File: config.mk
export PLATFORM = sky130hd
export DESIGN_NAME = image_paste_flat
export DESIGN_NICKNAME = d
export VERILOG_FILES = /design/src/rtl/image_paste_if.sv /design/src/rtl/image_paste.sv /design/src/flat_wrapper.sv
export SDC_FILE = /design/constraint.sdc
export NUM_CORES = 1
export LEC_CHECK = 0
export ABC_CLOCK_PERIOD_IN_PS = 5360
export CORE_UTILIZATION = 43
export CTS_BUF_LIST = sky130_fd_sc_hd__clkbuf_8 sky130_fd_sc_hd__clkbuf_16
export DETAILED_ROUTE_END_ITERATION = 8
export PLACE_DENSITY = 0.7
export SYNTH_ARGS = -nofsm -noshare
export SYNTH_HDL_FRONTEND = slang
export SYNTH_SLANG_ARGS = --single-unit
File: constraint.sdc
create_clock -name clk -period 5.36 [get_ports clk]
set_input_delay 0.536 -clock clk [delete_from_list [all_inputs] [get_ports clk]]
set_output_delay 0.536 -clock clk [all_outputs]
set_load 0.05 [all_outputs]
File: src/rtl/image_paste_if.sv
// Pixel-path bundle for image_paste: upstream FIFO read side plus the raster video output.
// master = the raster generator, slave = its environment (FIFO + encoder).
interface image_paste_if;
  logic        fifo_empty;
  logic [23:0] fifo_data;
  logic        fifo_rd;
  logic        hs_o;
  logic        vs_o;
  logic        de_o;
  logic [23:0] rgb_o;
  logic        frame_start;
  logic        underflow;

  modport master (
    input  fifo_empty, fifo_data,
    output fifo_rd, hs_o, vs_o, de_o, rgb_o, frame_start, underflow
  );

  modport slave (
    output fifo_empty, fifo_data,
    input  fifo_rd, hs_o, vs_o, de_o, rgb_o, frame_start, underflow
  );
endinterface

File: src/rtl/image_paste.sv
// Full-frame raster generator that pastes a windowed sub-image (read from a FIFO) into a border-coloured frame.
// Optional IMAGE_PASTE_UFCNT_EN adds a saturating cross-frame underflow event counter (underflow_cnt).
module image_paste #(
  parameter logic [11:0] H_DISP      = 12'd1280,
  parameter logic [11:0] V_DISP      = 12'd720,
  parameter logic [11:0] H_FP        = 12'd110,
  parameter logic [11:0] H_SYNC      = 12'd40,
  parameter logic [11:0] H_BP        = 12'd220,
  parameter logic [11:0] V_FP        = 12'd5,
  parameter logic [11:0] V_SYNC      = 12'd5,
  parameter logic [11:0] V_BP        = 12'd20,
  parameter int unsigned X_RES_WIDTH = 11,
  parameter int unsigned Y_RES_WIDTH = 11,
  parameter logic [23:0] BORDER_RGB  = 24'h000000
) (
  input  logic                   clk,
  input  logic                   rst_n,
  input  logic [X_RES_WIDTH-1:0] start_x,
  input  logic [Y_RES_WIDTH-1:0] start_y,
  input  logic [X_RES_WIDTH-1:0] end_x,
  input  logic [Y_RES_WIDTH-1:0] end_y,
  image_paste_if.master          bus
`ifdef IMAGE_PASTE_UFCNT_EN
  ,
  output logic [15:0]            underflow_cnt
`endif
);

  localparam int unsigned CNT_W = 12;
  localparam int unsigned XY_W  = (X_RES_WIDTH > Y_RES_WIDTH) ? X_RES_WIDTH : Y_RES_WIDTH;
  localparam int unsigned CMP_W = (XY_W > CNT_W) ? XY_W : CNT_W;

  localparam logic [CNT_W-1:0] H_LAST     = H_DISP + H_FP + H_SYNC + H_BP - 12'd1;
  localparam logic [CNT_W-1:0] V_LAST     = V_DISP + V_FP + V_SYNC + V_BP - 12'd1;
  localparam logic [CNT_W-1:0] H_SYNC_BEG = H_DISP + H_FP;
  localparam logic [CNT_W-1:0] H_SYNC_END = H_DISP + H_FP + H_SYNC;
  localparam logic [CNT_W-1:0] V_SYNC_BEG = V_DISP + V_FP;
  localparam logic [CNT_W-1:0] V_SYNC_END = V_DISP + V_FP + V_SYNC;

  logic [CNT_W-1:0]       h_cnt, v_cnt;
  logic [X_RES_WIDTH-1:0] win_sx_q, win_ex_q, win_sx, win_ex;
  logic [Y_RES_WIDTH-1:0] win_sy_q, win_ey_q, win_sy, win_ey;
  logic                   origin, active, hsync, vsync, in_win, uf_ev, rd, rd_q;

  // Stage 0: decode counters; the origin pixel already uses the freshly sampled window.
  always_comb begin
    origin = (h_cnt == '0) && (v_cnt == '0);
    win_sx = origin ? start_x : win_sx_q;
    win_ex = origin ? end_x   : win_ex_q;
    win_sy = origin ? start_y : win_sy_q;
    win_ey = origin ? end_y   : win_ey_q;
    active = (h_cnt < H_DISP) && (v_cnt < V_DISP);
    hsync  = (h_cnt >= H_SYNC_BEG) && (h_cnt < H_SYNC_END);
    vsync  = (v_cnt >= V_SYNC_BEG) && (v_cnt < V_SYNC_END);
    in_win = active
           && (CMP_W'(h_cnt) >= CMP_W'(win_sx)) && (CMP_W'(h_cnt) < CMP_W'(win_ex))
           && (CMP_W'(v_cnt) >= CMP_W'(win_sy)) && (CMP_W'(v_cnt) < CMP_W'(win_ey));
    uf_ev  = in_win && bus.fifo_empty;
    // Reset gating keeps the strobe low even when the origin pixel lies inside the window.
    rd     = in_win && !bus.fifo_empty && rst_n;
  end

  assign bus.fifo_rd = rd;

  // Raster counters and per-frame window latch.
  always_ff @(posedge clk or negedge rst_n) begin
    if (!rst_n) begin
      h_cnt    <= '0;
      v_cnt    <= '0;
      win_sx_q <= '0;
      win_ex_q <= '0;
      win_sy_q <= '0;
      win_ey_q <= '0;
    end else begin
      if (h_cnt == H_LAST) begin
        h_cnt <= '0;
        v_cnt <= (v_cnt == V_LAST) ? '0 : v_cnt + CNT_W'(1);
      end else begin
        h_cnt <= h_cnt + CNT_W'(1);
      end
      if (origin) begin
        win_sx_q <= start_x;
        win_ex_q <= end_x;
        win_sy_q <= start_y;
        win_ey_q <= end_y;
      end
    end
  end

  // Stage 1: timing outputs, read tag and underflow flag (frame clear first, then new event).
  always_ff @(posedge clk or negedge rst_n) begin
    if (!rst_n) begin
      bus.hs_o        <= 1'b0;
      bus.vs_o        <= 1'b0;
      bus.de_o        <= 1'b0;
      bus.frame_start <= 1'b0;
      bus.underflow   <= 1'b0;
      rd_q            <= 1'b0;
    end else begin
      bus.hs_o        <= hsync;
      bus.vs_o        <= vsync;
      bus.de_o        <= active;
      bus.frame_start <= origin;
      bus.underflow   <= uf_ev | (bus.underflow & ~origin);
      rd_q            <= rd;
    end
  end

  // FIFO word lands one cycle after its strobe, aligned with the stage-1 timing.
  assign bus.rgb_o = rd_q ? bus.fifo_data : (bus.de_o ? BORDER_RGB : 24'h000000);

`ifdef IMAGE_PASTE_UFCNT_EN
  always_ff @(posedge clk or negedge rst_n) begin
    if (!rst_n) begin
      underflow_cnt <= 16'h0000;
    end else if (uf_ev && (underflow_cnt != 16'hFFFF)) begin
      underflow_cnt <= underflow_cnt + 16'd1;
    end
  end
`endif

endmodule

File: src/flat_wrapper.sv
// flat-port wrapper written by rule: the top's interface ports become plain ports
module image_paste_flat 
#(
  parameter logic [11:0] H_DISP      = 12'd1280,
  parameter logic [11:0] V_DISP      = 12'd720,
  parameter logic [11:0] H_FP        = 12'd110,
  parameter logic [11:0] H_SYNC      = 12'd40,
  parameter logic [11:0] H_BP        = 12'd220,
  parameter logic [11:0] V_FP        = 12'd5,
  parameter logic [11:0] V_SYNC      = 12'd5,
  parameter logic [11:0] V_BP        = 12'd20,
  parameter int unsigned X_RES_WIDTH = 11,
  parameter int unsigned Y_RES_WIDTH = 11,
  parameter logic [23:0] BORDER_RGB  = 24'h000000
)
  (clk, rst_n, start_x, start_y, end_x, end_y, bus_fifo_empty, bus_fifo_data, bus_fifo_rd, bus_hs_o, bus_vs_o, bus_de_o, bus_rgb_o, bus_frame_start, bus_underflow);
  image_paste_if bus_i ();
  input  logic clk;
  input  logic rst_n;
  input  logic [X_RES_WIDTH-1:0] start_x;
  input  logic [Y_RES_WIDTH-1:0] start_y;
  input  logic [X_RES_WIDTH-1:0] end_x;
  input  logic [Y_RES_WIDTH-1:0] end_y;
  input wire logic [$bits(bus_i.fifo_empty)-1:0] bus_fifo_empty;
  input wire logic [$bits(bus_i.fifo_data)-1:0] bus_fifo_data;
  output wire logic [$bits(bus_i.fifo_rd)-1:0] bus_fifo_rd;
  output wire logic [$bits(bus_i.hs_o)-1:0] bus_hs_o;
  output wire logic [$bits(bus_i.vs_o)-1:0] bus_vs_o;
  output wire logic [$bits(bus_i.de_o)-1:0] bus_de_o;
  output wire logic [$bits(bus_i.rgb_o)-1:0] bus_rgb_o;
  output wire logic [$bits(bus_i.frame_start)-1:0] bus_frame_start;
  output wire logic [$bits(bus_i.underflow)-1:0] bus_underflow;
  assign bus_i.fifo_empty = bus_fifo_empty;
  assign bus_i.fifo_data = bus_fifo_data;
  assign bus_fifo_rd = bus_i.fifo_rd;
  assign bus_hs_o = bus_i.hs_o;
  assign bus_vs_o = bus_i.vs_o;
  assign bus_de_o = bus_i.de_o;
  assign bus_rgb_o = bus_i.rgb_o;
  assign bus_frame_start = bus_i.frame_start;
  assign bus_underflow = bus_i.underflow;
  image_paste #(.H_DISP(H_DISP), .V_DISP(V_DISP), .H_FP(H_FP), .H_SYNC(H_SYNC), .H_BP(H_BP), .V_FP(V_FP), .V_SYNC(V_SYNC), .V_BP(V_BP), .X_RES_WIDTH(X_RES_WIDTH), .Y_RES_WIDTH(Y_RES_WIDTH), .BORDER_RGB(BORDER_RGB)) u_core (.clk(clk), .rst_n(rst_n), .start_x(start_x), .start_y(start_y), .end_x(end_x), .end_y(end_y), .bus(bus_i));
endmodule
==> run_summary.xml, run 1 <==
<?xml version="1.0" encoding="UTF-8"?>
<metrics>
  <group name="sta">
    <metric name="fin_tns_setup" unit="ns">0</metric>
    <metric name="timing.slew.headroom" unit="">0.390</metric>
    <metric name="finalMaxSlewViolations" unit="">0</metric>
    <metric name="grt_setup_unrepaired" unit="">no</metric>
    <metric name="hold_viol" unit="">0</metric>
    <metric name="worst_hold_slack" unit="ns">0.453</metric>
    <metric name="tightestPinTransition" unit="ns">0.915</metric>
    <metric name="minimum_clock_period" unit="ns">5.01</metric>
    <metric name="skew" unit="ns">0.0119</metric>
    <metric name="timing.final.crit_share" unit="">0.935</metric>
    <metric name="setup_viol_count_final" unit="">0</metric>
    <metric name="highest_attainable_clock_frequency" unit="GHz">0.199</metric>
  </group>
  <group name="cells_and_area">
    <metric name="post_route_cells_drive_above_1_share" unit="">0.0643</metric>
    <metric name="flow.area_growth_from_synthesis" unit="%">26.3</metric>
    <metric name="final_nets" unit="">660</metric>
    <metric name="final_cell_count_no_fill" unit="">680</metric>
    <metric name="n_antenna_cell" unit="">0</metric>
    <metric name="fillerInstances" unit="">928</metric>
  </group>
  <group name="drt">
    <metric name="wl_per_cell" unit="um">15.4</metric>
    <metric name="dr_total_vias" unit="">3565</metric>
    <metric name="post-route-drc-count" unit="">0</metric>
    <metric name="firstDrtPassIters" unit="">4</metric>
    <metric name="route.final.wire_length" unit="um">10500</metric>
    <metric name="detailedRoute.firstIterationViolations" unit="">173</metric>
    <metric name="post_drt_via_cell_ratio" unit="">5.24</metric>
    <metric name="route.antenna.remaining_nets" unit="">0</metric>
  </group>
  <group name="global_routing">
    <metric name="global_route_usage_over_all_layers" unit="">0.200</metric>
    <metric name="grt_max_degree" unit="">75</metric>
    <metric name="first_global_vias" unit="">3580</metric>
    <metric name="grt_antenna_before_repair" unit="">0</metric>
    <metric name="grt_first_pass_wirelength" unit="um">17400</metric>
    <metric name="globalRoute.totalOverflow" unit="">0</metric>
  </group>
  <group name="placed_design">
    <metric name="dp.final_hpwl" unit="um">7950</metric>
    <metric name="placement.io_buffers" unit="">100</metric>
    <metric name="place_congestion" unit="">0.845</metric>
    <metric name="dpl.cell_count" unit="">665</metric>
  </group>
  <group name="power_and_ir_drop">
    <metric name="power_density_normalized_to_cell_area" unit="nW/um2">182</metric>
    <metric name="pwr-share-seq" unit="">0.553</metric>
    <metric name="power.share.combinational" unit="">0.104</metric>
    <metric name="p_sw_frac" unit="">0.239</metric>
    <metric name="totalPowerFinal" unit="mW">1.05</metric>
    <metric name="p_leak" unit="nW">2.60</metric>
    <metric name="clock_power_share" unit="">0.343</metric>
    <metric name="switchingPower" unit="uW">250</metric>
    <metric name="cellInternalPower" unit="uW">798</metric>
    <metric name="irDropWorstVdd" unit="mV">0.0872</metric>
  </group>
  <group name="synthesis">
    <metric name="synthArstFlopShare" unit="">1.00</metric>
    <metric name="ys_seq_elements" unit="">74</metric>
    <metric name="synthCells" unit="">444</metric>
    <metric name="sequential_element_share_of_the_synthesized_area" unit="">0.407</metric>
    <metric name="synth_fp_nets" unit="">564</metric>
    <metric name="synth_edf_count" unit="">0</metric>
    <metric name="synth.avg_cell_area" unit="um2">10.3</metric>
    <metric name="syn_area" unit="um2">4550</metric>
    <metric name="yosys_warnings" unit="">0</metric>
    <metric name="yosysUniqueCellTypes" unit="">52</metric>
    <metric name="synthFlopType" unit="">dfrtp_1</metric>
  </group>
  <group name="clock_network">
    <metric name="tritoncts" unit="">done</metric>
    <metric name="path_clk_slew" unit="ns">0.07</metric>
    <metric name="h-tree-depth" unit="">3</metric>
    <metric name="cts_post_setup_buffers_inserted" unit="">0</metric>
    <metric name="clock-root-buffer" unit="">clkbuf_8</metric>
    <metric name="insertion_delay_to_the_later_sink_of_the_worst_skew_pair" unit="ns">0.36</metric>
    <metric name="cts.sinks" unit="">74</metric>
    <metric name="cts_buffers" unit="">9</metric>
    <metric name="postCtsHoldBufs" unit="">0</metric>
    <metric name="postCtsResizedCells" unit="">0</metric>
    <metric name="cts_max_path_buffers" unit="">2</metric>
  </group>
  <group name="critical_path">
    <metric name="required_time_at_the_worst_slack_endpoint" unit="ns">4.82</metric>
    <metric name="criticalPathCategory" unit="">flip-flop to output pin</metric>
    <metric name="path_buf_inv" unit="">3</metric>
    <metric name="cp-start-kind" unit="">flip-flop</metric>
    <metric name="critPathSlowestCell" unit="">dfrtp_1</metric>
    <metric name="arrival" unit="ns">4.48</metric>
    <metric name="end_kind" unit="">output pin</metric>
    <metric name="critPathMaxStageDelay" unit="ns">0.45</metric>
    <metric name="path_cells" unit="">inv_1 &gt; ha_1 &gt; nor4b_1 &gt; and4_1 &gt; and2_4 &gt; buf_6 &gt; mux2_2 &gt; ha_1 &gt; nand2b_1 &gt; a31oi_1 &gt; o211ai_1 &gt; o2111ai_1 &gt; nor4_2 &gt; buf_4</metric>
    <metric name="critical_path.top_delay_family" unit="">simple AND/OR/NAND/NOR gates</metric>
    <metric name="timing.critical_path.fanout_max" unit="">26</metric>
    <metric name="critical-path-top-cell-by-count" unit="">ha_1</metric>
  </group>
  <group name="flow_run">
    <metric name="timing.max_cap.violations" unit="">0</metric>
  </group>
  <group name="run_status">
    <metric name="outcome" unit="">finished clean</metric>
  </group>
  <group name="floorplanning">
    <metric name="design.portCount" unit="">101</metric>
    <metric name="fp.dieW" unit="um">105</metric>
    <metric name="floorplan.rows" unit="">37</metric>
    <metric name="initial_cell_density_of_the_core" unit="">0.443</metric>
    <metric name="fp.dieArea" unit="um2">11000</metric>
    <metric name="area_of_the_core" unit="um2">10300</metric>
    <metric name="die_h" unit="um">105</metric>
  </group>
  <group name="min_path">
    <metric name="min_path_type" unit="">input port to asynchronous set/reset pin</metric>
  </group>
</metrics>
==> placed cells by master, fill, tap and decap left out, types with 11 or more instances in the layout <==
cell,n
a21oi_1,14
and2_1,25
clkdlybuf4s50_1,98
dfrtp_1,74
ha_1,49
inv_1,53
mux2_2,11
mux2i_1,34
nand2_1,21
nand3_1,14
nor2_1,21
o21ai_0,19
==> cells by family after synthesis <==
group / synth area share
buffers and inverters: 0.0750
AND/OR/NAND/NOR: 0.163
flip-flops: 0.407
XOR/XNOR: 0.0250
multiplexers: 0.102
AO/OA/AOI/OAI: 0.0937
adder cells (fa/ha/maj): 0.135
==> worst paths after layout <==
check                                                end  slack [ns]                     startpoint  cells after the start
hold / removal              u_core.win_ey_q[6]$_DFF_PN0_        0.45                          rst_n                      2
hold reg to reg            u_core.win_sx_q[10]$_DFF_PN0_        0.49  u_core.win_sx_q[10]$_DFF_PN0_                      2
setup / recovery                             bus_fifo_rd        0.35    u_core.v_cnt[0]$_DFFE_PN0N_                     14
setup reg to reg                   u_core.rd_q$_DFF_PN0_        1.38    u_core.v_cnt[0]$_DFFE_PN0N_                     13
min in group clk           u_core.win_sx_q[10]$_DFF_PN0_        0.49  u_core.win_sx_q[10]$_DFF_PN0_                      2
max in group asynchronous      u_core.h_cnt[1]$_DFF_PN0_        4.33                          rst_n                      2
==> synthesized netlist by cell type (2+ instances only) <==
cell,number,area share
dfrtp_1,74,0.41
inv_1,51,0.042
ha_1,49,0.13
mux2i_1,34,0.075
and2_1,25,0.034
nand2_1,21,0.017
nor2_1,21,0.017
o21ai_0,19,0.021
a21oi_1,14,0.015
nand3_1,14,0.015
clkbuf_1,11,0.0091
mux2_2,11,0.027
xnor2_1,9,0.017
nand4_1,7,0.0096
and3_1,6,0.0082
nand2b_1,5,0.0069
nor3_1,5,0.0055
nor4_1,5,0.0069
a211oi_1,4,0.0066
buf_12,4,0.018
nor4b_1,4,0.0077
o2111ai_1,4,0.0077
xor2_1,4,0.0077
a31oi_1,3,0.0041
and4_1,3,0.0058
nand4b_1,3,0.0058
o31ai_1,3,0.0049
a211o_1,2,0.0038
and4b_1,2,0.0044
buf_2,2,0.0022
o211ai_1,2,0.0033
o41ai_1,2,0.0038
or3_1,2,0.0027
==> area by class of cell <==
cell class / instances / area (um2) / share of cell area
clock buffers: 9 / 124 / 0.0215
inverters: 51 / 191 / 0.0333
flip-flops and latches: 74 / 1850 / 0.322
repair buffers: 104 / 1030 / 0.179
well taps: 136 / 170 / 0.0296
clock inverters: 6 / 27.5 / 0.00478
multi-input cells: 300 / 2360 / 0.410
==> registers in the layout, indices dropped and copies added (netlist names) <==
signal,count
u_core.bus.de_o,1
u_core.bus.frame_start,1
u_core.bus.hs_o,1
u_core.bus.underflow,1
u_core.bus.vs_o,1
u_core.h_cnt,12
u_core.rd_q,1
u_core.v_cnt,12
u_core.win_ex_q,11
u_core.win_ey_q,11
u_core.win_sx_q,11
u_core.win_sy_q,11
==> worst reg2reg max path, stage by stage (launching register included) <==
cell and delay (ns):
dfrtp_1 0.45, inv_1 0.20, ha_1 0.19, nor4b_1 0.30, and4_1 0.30, and2_4 0.39
buf_6 0.34, mux2_2 0.42, ha_1 0.28, nand2b_1 0.11, a31oi_1 0.12, o211ai_1 0.22
o2111ai_1 0.20, nor4_2 0.37
==> routing by layer <==
layer	part of all wire	wire length (um)	global-route usage
met5	0	0	0
met1	0.45	4670	0.262
met4	0.016	168	0.0634
met2	0.47	4910	0.333
met3	0.067	700	0.0405
==> metrics by stage <==
step	util	area (um2)	setup slack [ns]
floorplan	-	4550	0.875
global placement	0.545	5600	0.731
detailed placement	0.545	5600	0.584
CTS	0.559	5750	0.193
global route	0.560	5750	0.0327
finish	0.560	5750	0.347
==> power by group through the flow <==
stage          combinational (mW)  sequential (mW)  clock [mW]
2_1_floorplan              0.0355            0.589           0
3_3_place_gp                0.108            0.589           0
3_5_place_dp                0.110            0.590           0
4_1_cts                     0.111            0.579       0.369
5_1_grt                     0.122            0.580       0.394
6_report                    0.109            0.579       0.360
No activity file was read; power rests on OpenSTA's default activity.
==> run 2: changes to the inputs <==
--- a/config.mk
+++ b/config.mk
@@ -10,6 +10,7 @@
 export CTS_BUF_LIST = sky130_fd_sc_hd__clkbuf_8 sky130_fd_sc_hd__clkbuf_16
 export DETAILED_ROUTE_END_ITERATION = 8
 export PLACE_DENSITY = 0.7
+export SLEW_MARGIN = 20
 export SYNTH_ARGS = -nofsm -noshare
 export SYNTH_HDL_FRONTEND = slang
 export SYNTH_SLANG_ARGS = --single-unit
==> results of run 2 <==
Same layout as run 1: the final DEF is identical, and so are final timing and power.
==> run 3: changes to the inputs <==
--- a/config.mk
+++ b/config.mk
@@ -10,7 +10,7 @@
 export CTS_BUF_LIST = sky130_fd_sc_hd__clkbuf_8 sky130_fd_sc_hd__clkbuf_16
 export DETAILED_ROUTE_END_ITERATION = 8
 export PLACE_DENSITY = 0.7
-export SLEW_MARGIN = 20
+export SLEW_MARGIN = 0
 export SYNTH_ARGS = -nofsm -noshare
 export SYNTH_HDL_FRONTEND = slang
 export SYNTH_SLANG_ARGS = --single-unit
==> results of run 3 <==
Same layout as run 1: the final DEF is identical, and so are final timing and power.
